`src/rtl/vote_session_ctrl.sv`:
```
// Ballot session controller for four voters around a 3-of-4 majority decision.
// Each voter lane records its first vote; the FSM handles open, timeout and decide.

module vote_session_lane (
  input  logic clk,
  input  logic rst_n,
  input  logic clr,
  input  logic en,
  input  logic vld,
  input  logic val,
  output logic voted,
  output logic voted_nxt,
  output logic yes_nxt
);
  logic ballot;
  logic take;

  // The first strobe in a session is final; later strobes from this voter are dropped.
  assign take      = en & vld & ~voted;
  assign voted_nxt = voted | take;
  assign yes_nxt   = take ? val : ballot;

  always_ff @(posedge clk or negedge rst_n) begin
    if (!rst_n) begin
      voted  <= 1'b0;
      ballot <= 1'b0;
    end else if (clr) begin
      voted  <= 1'b0;
      ballot <= 1'b0;
    end else if (take) begin
      voted  <= 1'b1;
      ballot <= val;
    end
  end
endmodule

module vote_session_ctrl #(
  parameter int TIMEOUT = 16
) (
  input  logic       clk,
  input  logic       rst_n,
  input  logic       start,
  input  logic [3:0] vote_valid,
  input  logic [3:0] vote_val,
  output logic       busy,
  output logic [3:0] voted,
  output logic [2:0] yes_cnt,
  output logic       done,
  output logic       pass,
  output logic       timed_out
);
  localparam int NUM_LANES = 4;
  localparam logic [7:0] LAST = 8'(TIMEOUT - 1);

  typedef enum logic [1:0] {IDLE, COLLECT, DECIDE} state_t;

  state_t               state;
  logic [7:0]           timer;
  logic [NUM_LANES-1:0] voted_nxt;
  logic [NUM_LANES-1:0] yes_nxt;
  logic [2:0]           yes_sum;
  logic                 open_sess;
  logic                 collecting;

  assign open_sess  = (state == IDLE) && start;
  assign collecting = (state == COLLECT);

  for (genvar i = 0; i < NUM_LANES; i++) begin : g_lane
    vote_session_lane u_lane (
      .clk       (clk),
      .rst_n     (rst_n),
      .clr       (open_sess),
      .en        (collecting),
      .vld       (vote_valid[i]),
      .val       (vote_val[i]),
      .voted     (voted[i]),
      .voted_nxt (voted_nxt[i]),
      .yes_nxt   (yes_nxt[i])
    );
  end

  always_comb begin
    yes_sum = 3'd0;
    for (int i = 0; i < NUM_LANES; i++)
      yes_sum = yes_sum + 3'(yes_nxt[i]);
  end

  always_ff @(posedge clk or negedge rst_n) begin
    if (!rst_n) begin
      state     <= IDLE;
      timer     <= 8'd0;
      busy      <= 1'b0;
      yes_cnt   <= 3'd0;
      done      <= 1'b0;
      pass      <= 1'b0;
      timed_out <= 1'b0;
    end else begin
      done <= 1'b0;
      case (state)
        IDLE: if (start) begin
          state     <= COLLECT;
          busy      <= 1'b1;
          timer     <= 8'd0;
          yes_cnt   <= 3'd0;
          pass      <= 1'b0;
          timed_out <= 1'b0;
        end
        COLLECT: begin
          yes_cnt <= yes_sum;
          timer   <= timer + 8'd1;
          // A completed vote set beats the timer on the same edge.
          if (&voted_nxt) begin
            state     <= DECIDE;
            timed_out <= 1'b0;
          end else if (timer == LAST) begin
            state     <= DECIDE;
            timed_out <= 1'b1;
          end
        end
        DECIDE: begin
          state <= IDLE;
          busy  <= 1'b0;
          done  <= 1'b1;
          pass  <= (yes_cnt >= 3'd3);
        end
        default: state <= IDLE;
      endcase
    end
  end
endmodule

```
`config.mk`:
```
export PLATFORM = sky130hd
export DESIGN_NAME = vote_session_ctrl
export DESIGN_NICKNAME = d
export VERILOG_FILES = /design/src/rtl/vote_session_ctrl.sv
export SDC_FILE = /design/constraint.sdc
export NUM_CORES = 1
export LEC_CHECK = 0
export ABC_AREA = 1
export BUFFER_PORTS_ARGS = -buffer_cell sky130_fd_sc_hd__buf_2
export CAP_MARGIN = 20
export CORE_ASPECT_RATIO = 0.7
export CORE_UTILIZATION = 48
export CTS_BUF_LIST = sky130_fd_sc_hd__clkbuf_8
export DETAILED_ROUTE_END_ITERATION = 10
export GPL_TIMING_DRIVEN = 0
export PLACE_DENSITY = 0.7
export SLEW_MARGIN = 10
export SYNTH_ARGS = -nofsm -noshare
export SYNTH_HDL_FRONTEND = slang
export SYNTH_HIERARCHICAL = 1
export SYNTH_SLANG_ARGS = --single-unit
```
`constraint.sdc`:
```
create_clock -name clk -period 4.6 [get_ports clk]
set_clock_uncertainty 0.2 [all_clocks]
set_input_delay 0.46 -clock clk [delete_from_list [all_inputs] [get_ports clk]]
set_output_delay 0.46 -clock clk [all_outputs]
set_load 0.005 [all_outputs]
```
==> run_results.csv, run 1 <==
group,metric,value,unit
finish,layout-area-overhead-vs-synth,16.0,%
clocking,clk_pin_slew_worst_paths,0.08,ns
routing,via_count,1083,
routing,drc,0,
power,clockPowerShare,0.135,
routing,detail-route-antenna-nets,0,
power,cellPowerDensity,641,mW/mm^2
power,power.internal,0.538,mW
clocking,cts_resized,0,
clocking,tritoncts,"done",
sta,fmax,0.371,GHz
synth,synthCells,165,
synth,synth_seq_area_share,0.492,
critical_path,cp_max_fo,17,
sta,worst_pin_slew,0.565,ns
finish,layoutNonFillerInstCount,225,
critical_path,r2r_cells,12,
run,max_cap_violations,0,
critical_path,crit_path_max_incr_delay,0.48,ns
critical_path,crit_type,"reg2reg",
synth,syn_area_per_cell,7.70,um^2
synth,ys_seq_elements,25,
clocking,cts.sinks,25,
synth,ys_types,18,
critical_path,slowest_stage,"fa_1",
clocking,numCtsBuffers,3,
power,ir_worst_vdd,0.384,mV
routing,vias_per_cell,4.81,
grt,track_usage,0.201,
worst_hold_path,min_path_cells,2,
finish,design_area,0.00148,mm^2
finish,antenna_cells,0,
power,power_leakage,0.855,nW
finish,drive_above_1_share,0.194,
place,place.gp.congestion,0.754,
place,post-place-cells,220,
grt,grt_pass1_vias,916,
grt,antenna_found_initial,0,
critical_path,startpoint_type,"flop",
floorplanning,die_h,45.1,um
critical_path,crit_path_frequent_cell,"nand2_1",
clocking,htree_num_levels,1,
sta,fin_crit_sh,0.586,
finish,layout_common_cells,"52 x nand2_1, 25 x dfrtp_1, 23 x inv_1",
place,placed_area,0.00142,mm^2
sta,slew_viol_final,0,
run_status,status,"completed",
critical_path,path_cells,"nor2_4 > buf_6 > nand2_1 > nor2_1 > nand2_1 > nand2_1 > inv_1 > fa_1 > ha_1 > ha_1 > nand2_1 > nand2_1",
place,io_buffers,21,
power,seqPwrFrac,0.379,
sta,rsz0062_at_grt,"false",
floorplanning,core.rowCount,15,
grt,overflow,0,
power,switching_share,0.431,
floorplanning,die-area,0.00286,mm^2
clocking,worst_skew_pair.late_latency,0.26,ns
sta,slew-limit-headroom,0.623,
sta,setup_viol,0,
floorplanning,die_x,63.5,um
floorplanning,core_area,0.00248,mm^2
routing,detail_route.wl_per_cell,11.3,um
place,hpwl,1880,um
power,p_comb_frac,0.486,
clocking,root_buffer,"clkbuf_8",
critical_path,cp-end-kind,"flop",
synth,syn-cell-area,0.00127,mm^2
critical_path,worstPathRequired,4.56,ns
synth,syn_nets,180,
routing,firstDrtPassIters,4,
power,power.switching,0.408,mW
worst_hold_path,hp-class,"reg2reg",
floorplanning,ios,22,
clocking,cts_buffer_depth,2,
sta,min_period,2.69,ns
floorplanning,start_util,0.513,
synth,netlist.area_leader.share,0.492,
grt,grt_max_degree,26,
sta,tns,0,ns
routing,drt_iter0_drc,79,
finish,num-nets-final,207,
sta,hold_viol_final,0,
synth,synth_largest_area_cell,"dfrtp_1",
synth,synth_warnings,6,
routing,routed_wl,2540,um
synth,synthTopCellsByArea,"dfrtp_1 49%, nand2_1 15%, nand3_1 7.1%, inv_1 6.8%, nor2_1 4.4%",
grt,grt_pass1_wl,4240,um
finish,final_common_cell,"nand2_1",
critical_path,worst_ep_arrival_time,2.66,ns
-- power by group through the flow --
| stage | combinational, mW | sequential [mW] | clock (mW) |
|---|---|---|---|
| 4_1_cts | 0.461 | 0.358 | 0.133 |
| 5_1_grt | 0.527 | 0.370 | 0.139 |
| 3_3_place_gp | 0.437 | 0.358 | 0 |
| 6_report | 0.460 | 0.358 | 0.127 |
| 2_1_floorplan | 0.325 | 0.359 | 0 |
| 3_5_place_dp | 0.452 | 0.363 | 0 |
-- worst max-delay path, delay by kind of cell, from the launching register on --
family	cells	cell delay (ns)
adders and majority gates	3	0.95
buffers and inverters	2	0.27
and+or+nand+nor	7	0.73
DFF	1	0.43
-- sequential cells by signal, indices dropped and copies added (netlist names) --
register / count
timer: 8
g_lane.u_lane/ballot: 4
g_lane.u_lane/voted: 4
yes_cnt: 3
state: 2
busy: 1
done: 1
pass: 1
timed_out: 1
-- layout make-up --
cell class	instances	area, um^2
Fill cell	233	1000
Sequential cell	25	626
Multi-Input combinational cell	109	518
Timing Repair Buffer	22	115
Inverter	29	109
Tap cell	34	42.5
Clock buffer	3	41.3
Buffer	2	18.8
Clock inverter	1	5.00
-- worst paths after layout --
kind,from,end,slack [ns]
max,state[1],yes_cnt[1],1.91
min in group asynchronous,rst_n,g_lane[1].u_lane/voted,0.51
max in group asynchronous,rst_n,timer[2],3.31
max reg2reg,state[1],yes_cnt[1],1.91
min,busy,busy,0.29
min reg2reg,busy,busy,0.29
-- through the flow --
| stage | power (mW) | setup slack [ns] | util | hold WS, ns |
|---|---|---|---|---|
| after floorplan | 0.684 | 2.21 | - | -0.0356 |
| after global placement | 0.795 | 2.06 | 0.573 | 0.251 |
| after detailed placement | 0.816 | 1.97 | 0.573 | 0.262 |
| after CTS | 0.952 | 1.94 | 0.595 | 0.283 |
| after global routing | 1.04 | 1.77 | 0.595 | 0.300 |
| final | 0.946 | 1.91 | 0.595 | 0.285 |
-- metal layers --
| layer | vias to the layer above | GRT usage | routed length, um |
|---|---|---|---|
| li1 | 565 | - | - |
| met1 | 485 | 0.293 | 1290 |
| met2 | 31 | 0.298 | 1100 |
| met3 | 2 | 0.0556 | 143 |
| met4 | 0 | 0.0500 | 10 |
| met5 | - | 0 | 0 |
-- logic make-up (layout without fill, tap and decap cells) --
logic type	after synthesis	in the layout	share of synthesized area
compound gates	12	12	0.0472
fa+ha+maj	4	4	0.0453
flops	25	25	0.492
buf+inv	31	57	0.100
simple gates	93	93	0.315
-- synthesized netlist by cell type (all sizes together) --
| master | n |
|---|---|
| nand2 | 53 |
| inv | 29 |
| dfrtp | 25 |
| nand3 | 19 |
| nor2 | 17 |
| a21oi | 6 |
| o21ai | 6 |
| nand4 | 4 |
| ha | 3 |
| buf | 2 |
| fa | 1 |
-- repair_timing --
| item | 4_1_cts | 5_1_grt |
|---|---|---|
| setup endpoints to repair | 0 | 0 |
| hold buffers | 1 | 0 |
| hold endpoints to repair | 25 | 0 |
| setup buffers | 0 | 0 |
(Power assumes the default switching activity.)
==> inputs of run 2 (changes only) <==
--- a/config.mk
+++ b/config.mk
@@ -13,7 +13,7 @@
 export CTS_BUF_LIST = sky130_fd_sc_hd__clkbuf_8
 export DETAILED_ROUTE_END_ITERATION = 10
 export GPL_TIMING_DRIVEN = 0
-export PLACE_DENSITY = 0.7
+export PLACE_DENSITY = 0.73
 export SLEW_MARGIN = 10
 export SYNTH_ARGS = -nofsm -noshare
 export SYNTH_HDL_FRONTEND = slang
==> constraint.sdc (replaced) <==
create_clock -name clk -period 2.2 [get_ports clk]
set_clock_uncertainty 0.2 [all_clocks]
set_input_delay 0.22 -clock clk [delete_from_list [all_inputs] [get_ports clk]]
set_output_delay 0.22 -clock clk [all_outputs]
set_load 0.005 [all_outputs]
==> run_results.csv, run 2 (synthesis results as in run 1) <==
group,metric,value,unit
routing,drc,0,
finish,drive_above_1_share,0.349,
power,cellPowerDensity,1520,mW/mm^2
sta,setup_viol,4,
clocking,root_buffer,"clkbuf_8",
place,hpwl,1870,um
routing,routed_wl,3170,um
floorplanning,die_x,63.5,um
finish,final_common_cell,"nand2_1",
critical_path,crit_type,"reg2reg",
grt,grt_pass1_wl,5000,um
power,power_leakage,0.951,nW
routing,detail-route-antenna-nets,0,
grt,track_usage,0.236,
grt,grt_max_degree,26,
floorplanning,core.rowCount,15,
clocking,htree_num_levels,1,
floorplanning,core_area,0.00248,mm^2
clocking,worst_skew_pair.late_latency,0.28,ns
grt,grt_util_met2,0.406,
sta,hold_viol_final,0,
finish,regArea,626,um^2
finish,largest_reg_flops,8,
finish,reg.largest.list,"timer x8, g_lane.u_lane/ballot x4, g_lane.u_lane/voted x4",
finish,num-nets-final,225,
clocking,cts_buffer_depth,2,
sta,fin_crit_sh,1.10,
grt,grt_use_met1,0.306,
sta,worst_pin_slew,0.572,ns
critical_path,cp_max_fo,7,
floorplanning,ios,22,
finish,antenna_cells,0,
finish,layout_common_cells,"43 x nand2_1, 25 x dfrtp_1, 21 x inv_1, 21 x buf_2, 19 x buf_4",
sta,layout_setup_ws,-0.214,ns
sta,slew-limit-headroom,0.619,
grt,grt.busiest_layer,"met2",
routing,firstDrtPassIters,4,
finish,post-route-util,0.685,
critical_path,worst_ep_arrival_time,2.42,ns
place,place.gp.congestion,0.739,
finish,fillers,194,
routing,drt_iter0_drc,59,
grt,gr-usage-met3,0.0631,
sta,slew_viol_final,0,
run_status,status,"complete, but fails checks",
grt,overflow,0,
place,io_buffers,21,
finish,multi_input_area,596,um^2
routing,via_count,1229,
sta,rsz0062_at_grt,"true",
sta,tns,-0.609,ns
clocking,cts.sinks,25,
critical_path,startpoint_type,"flop",
critical_path,cp-end-kind,"flop",
run_status,violations,"negative setup slack",
worst_hold_path,hp-class,"in2reg",
routing,detail_route.wl_per_cell,13.1,um
routing,vias_per_cell,5.06,
finish,regMostFlops,"timer",
grt,grt_pass1_vias,1092,
sta,min_period,2.41,ns
grt,antenna_found_initial,0,
floorplanning,start_util,0.513,
floorplanning,die_h,45.1,um
clocking,tritoncts,"done",
clocking,clk_pin_slew_worst_paths,0.09,ns
run,max_cap_violations,0,
power,ir_worst_vdd,0.732,mV
clocking,numCtsBuffers,3,
sta,fmax,0.414,GHz
finish,layout-area-overhead-vs-synth,33.5,%
floorplanning,die-area,0.00286,mm^2
critical_path,worstPathRequired,2.21,ns
-- run 2: changes by cell type in the layout (fill, tap and decap cells not counted), moves of 2 or more --
| cell | previous run | this run |
|---|---|---|
| nor2_2 | 1 | 4 |
| inv_2 | 6 | 8 |
| nor2_1 | 15 | 11 |
| ha_4 | 0 | 2 |
| nand2_4 | 0 | 2 |
| inv_1 | 23 | 21 |
| nand2_2 | 1 | 8 |
| ha_1 | 3 | 1 |
| buf_4 | 1 | 19 |
| nand2_1 | 52 | 43 |
-- run 2: critical path, stage by stage, from the launching register on --
cell and delay [ns]:
dfrtp_1 0.38, inv_2 0.06, nor2_4 0.15, buf_12 0.14, nand3_2 0.06, nand2_2 0.07, nand2_2 0.07, buf_4 0.13
buf_4 0.12, buf_4 0.13, buf_4 0.12, buf_4 0.12, buf_4 0.12, buf_4 0.12, buf_4 0.12, buf_4 0.13
nor2_2 0.08
-- run 2: repair_timing --
item	in CTS	in global routing
hold endpoints to repair	25	0
buffers inserted	16	2
hold buffers	1	0
setup endpoints to repair	3	4
pin swaps	11	5
gates resized for setup	11	9
-- run 2: metal layers --
metal / share of wire / vias to the layer above / wire (um)
met1: 0.42 / 565 / 1320
met2: 0.49 / 56 / 1540
met4: 0.020 / 0 / 65
li1: - / 599 / -
met5: 0 / - / 0
met3: 0.076 / 9 / 241
-- run 2: through the flow --
stage               total power, mW  hold slack (ns)  worst slack [ns]  area, um^2  cells
floorplan                      1.45           -0.276            -0.155        1280    165
global placement               1.68           0.0380            -0.299        1430    220
detailed placement             1.74           0.0467            -0.389        1430    220
CTS                            2.38           0.0164            -0.169        1650    241
global route                   2.77           0.0203            -0.296        1700    243
finish                         2.58           0.0238            -0.214        1700    243
-- run 2: power breakdown --
group	internal [mW]	switching [mW]	total [mW]
registers	0.633	0.126	0.759
logic	0.723	0.822	1.55
clock network	0.127	0.151	0.278
total	1.48	1.10	2.58
-- run 2: cell type report --
cell class | instances | area share
plain buffers | 2 | 0.0162
clock buffers | 3 | 0.0243
clock inverters | 1 | 0.00295
inverters | 29 | 0.0642
multi-input cells | 109 | 0.351
flip-flops and latches | 25 | 0.369
well taps | 34 | 0.0251
repair buffers | 40 | 0.147
-- run 2: worst paths after layout --
path                       cells after the start           from                      end  slack [ns]
setup reg to reg                              16       state[0]  g_lane[0].u_lane/ballot       -0.21
min in group asynchronous                      2          rst_n               yes_cnt[1]        0.26
setup / recovery                              16       state[0]  g_lane[0].u_lane/ballot       -0.21
hold reg to reg                                2           busy                     busy        0.27
hold / removal                                 3  vote_valid[1]   g_lane[1].u_lane/voted        0.02
max in group asynchronous                      2          rst_n   g_lane[3].u_lane/voted        1.15
==> inputs of run 3 (changes only) <==
--- a/config.mk
+++ b/config.mk
@@ -13,7 +13,7 @@
 export CTS_BUF_LIST = sky130_fd_sc_hd__clkbuf_8
 export DETAILED_ROUTE_END_ITERATION = 10
 export GPL_TIMING_DRIVEN = 0
-export PLACE_DENSITY = 0.73
+export PLACE_DENSITY = 0.7
 export SLEW_MARGIN = 10
 export SYNTH_ARGS = -nofsm -noshare
 export SYNTH_HDL_FRONTEND = slang
==> constraint.sdc (replaced) <==
create_clock -name clk -period 2.6 [get_ports clk]
set_clock_uncertainty 0.2 [all_clocks]
set_input_delay 0.26 -clock clk [delete_from_list [all_inputs] [get_ports clk]]
set_output_delay 0.26 -clock clk [all_outputs]
set_load 0.005 [all_outputs]
==> run_results.csv, run 3 (synthesis results as in run 1) <==
group,metric,value,unit
finish,layout-area-overhead-vs-synth,23.0,%
finish,post-route-util,0.631,
grt,track_usage,0.204,
grt,grt_max_degree,26,
worst_hold_path,min_path_cells,3,
finish,largest_reg_flops,8,
critical_path,startpoint_type,"flop",
critical_path,worstPathRequired,2.57,ns
grt,grt_pass1_vias,919,
place,post-place-cells,220,
run_status,status,"completed",
place,io_buffers,21,
grt,overflow,0,
clocking,tritoncts,"done",
routing,routed_wl,2730,um
sta,slew-limit-headroom,0.629,
finish,final_common_cell,"nand2_1",
finish,drive_above_1_share,0.246,
power,ir_worst_vdd,0.744,mV
finish,layout_common_cells,"50 x nand2_1, 25 x dfrtp_1, 22 x inv_1",
routing,drc,0,
floorplanning,core.rowCount,15,
critical_path,worst_ep_arrival_time,2.48,ns
critical_path,path_cells,"inv_2 > nor2_4 > buf_8 > nand2_2 > nor2_2 > nand2_1 > nand2_1 > inv_2 > fa_1 > ha_1 > ha_1 > nand2_1 > nand2_1",
clocking,root_buffer,"clkbuf_8",
finish,antenna_cells,0,
sta,fin_crit_sh,0.967,
floorplanning,start_util,0.513,
sta,slew_viol_final,0,
sta,worst_pin_slew,0.556,ns
worst_hold_path,hp-class,"in2reg",
power,cellPowerDensity,1200,mW/mm^2
floorplanning,die_h,45.1,um
critical_path,crit_path_frequent_cell,"nand2_1",
critical_path,cp_max_fo,7,
finish,layoutNonFillerInstCount,233,
grt,grt_pass1_wl,4300,um
critical_path,crit_path_max_incr_delay,0.48,ns
grt,antenna_found_initial,0,
routing,drt_iter0_drc,74,
floorplanning,die_x,63.5,um
finish,num-nets-final,215,
sta,setup_viol,0,
finish,reg.largest.list,"timer x8, g_lane.u_lane/ballot x4, g_lane.u_lane/voted x4",
finish,design_area,0.00156,mm^2
clocking,htree_num_levels,1,
routing,vias_per_cell,4.83,
clocking,cts.sinks,25,
routing,detail_route.wl_per_cell,11.7,um
finish,regMostFlops,"timer",
routing,detail-route-antenna-nets,0,
power,power_leakage,0.901,nW
routing,via_count,1126,
power,total_power,1.88,mW
run,max_cap_violations,0,
clocking,worst_skew_pair.late_latency,0.27,ns
critical_path,cp-end-kind,"flop",
sta,hold_viol_final,0,
sta,rsz0062_at_grt,"false",
sta,min_period,2.52,ns
place,hpwl,1880,um
clocking,cts_buffer_depth,2,
floorplanning,core_area,0.00248,mm^2
critical_path,r2r_cells,13,
sta,fmax,0.398,GHz
floorplanning,die-area,0.00286,mm^2
floorplanning,ios,22,
clocking,clk_pin_slew_worst_paths,0.09,ns
critical_path,crit_type,"reg2reg",
clocking,numCtsBuffers,3,
routing,firstDrtPassIters,4,
place,placed_area,0.00142,mm^2
place,place.gp.congestion,0.754,
critical_path,slowest_stage,"fa_1",
## run 3: final timing paths
path / to / slack (ns) / from
setup / recovery: yes_cnt[1] / 0.08 / state[0]
hold / removal: g_lane[0].u_lane/voted / 0.08 / vote_valid[0]
setup reg to reg: yes_cnt[1] / 0.08 / state[0]
hold reg to reg: busy / 0.29 / busy
max in group asynchronous: g_lane[2].u_lane/ballot / 1.53 / rst_n
min in group asynchronous: g_lane[1].u_lane/voted / 0.30 / rst_n
## run 3: through the flow
stage	hold slack (ns)	worst slack [ns]	setup TNS [ns]
2_1_floorplan	-0.236	0.205	0
3_3_place_gp	0.0772	0.0615	0
3_5_place_dp	0.0823	-0.0337	-0.0337
4_1_cts	0.0831	0.0354	0
5_1_grt	0.0784	0.00464	0
6_report	0.0756	0.0850	0
## run 3: metal layers
metal,vias to the layer above,global-route usage,share of wire
li1,578,-,-
met1,509,0.299,0.49
met2,35,0.300,0.44
met3,4,0.0556,0.055
met4,0,0.0500,0.014
met5,-,0,0
## run 3: repair_timing
item / 4_1_cts / 5_1_grt
pin swaps: 1 / 5
gates cloned: 0 / 1
buffers inserted: 1 / 6
hold buffers: 1 / 0
setup endpoints to repair: 1 / 2
endpoints found under the hold margin: 25 / 0
resized for setup: 1 / 4
## run 3: critical path, delay by kind of cell, from the launching register on
kind | cells | cell delay [ns]
flops | 1 | 0.38
simple gates | 7 | 0.61
fa+ha+maj | 3 | 0.96
buf+inv | 3 | 0.26
## run 3: final cells by class
cell class / instances / area (um^2)
Clock buffer: 3 / 41.3
Inverter: 29 / 109
Multi-Input combinational cell: 109 / 526
Timing Repair Buffer: 30 / 193
Sequential cell: 25 / 626
Fill cell: 215 / 913
Buffer: 2 / 22.5
Clock inverter: 1 / 5.00
Tap cell: 34 / 42.5
## run 3: report_power, final
part	total, mW	internal [mW]	switching, mW	leakage [nW]
Clock	0.231	0.107	0.124	0.0255
Sequential	0.633	0.536	0.0973	0.320
Combinational	1.01	0.448	0.566	0.556
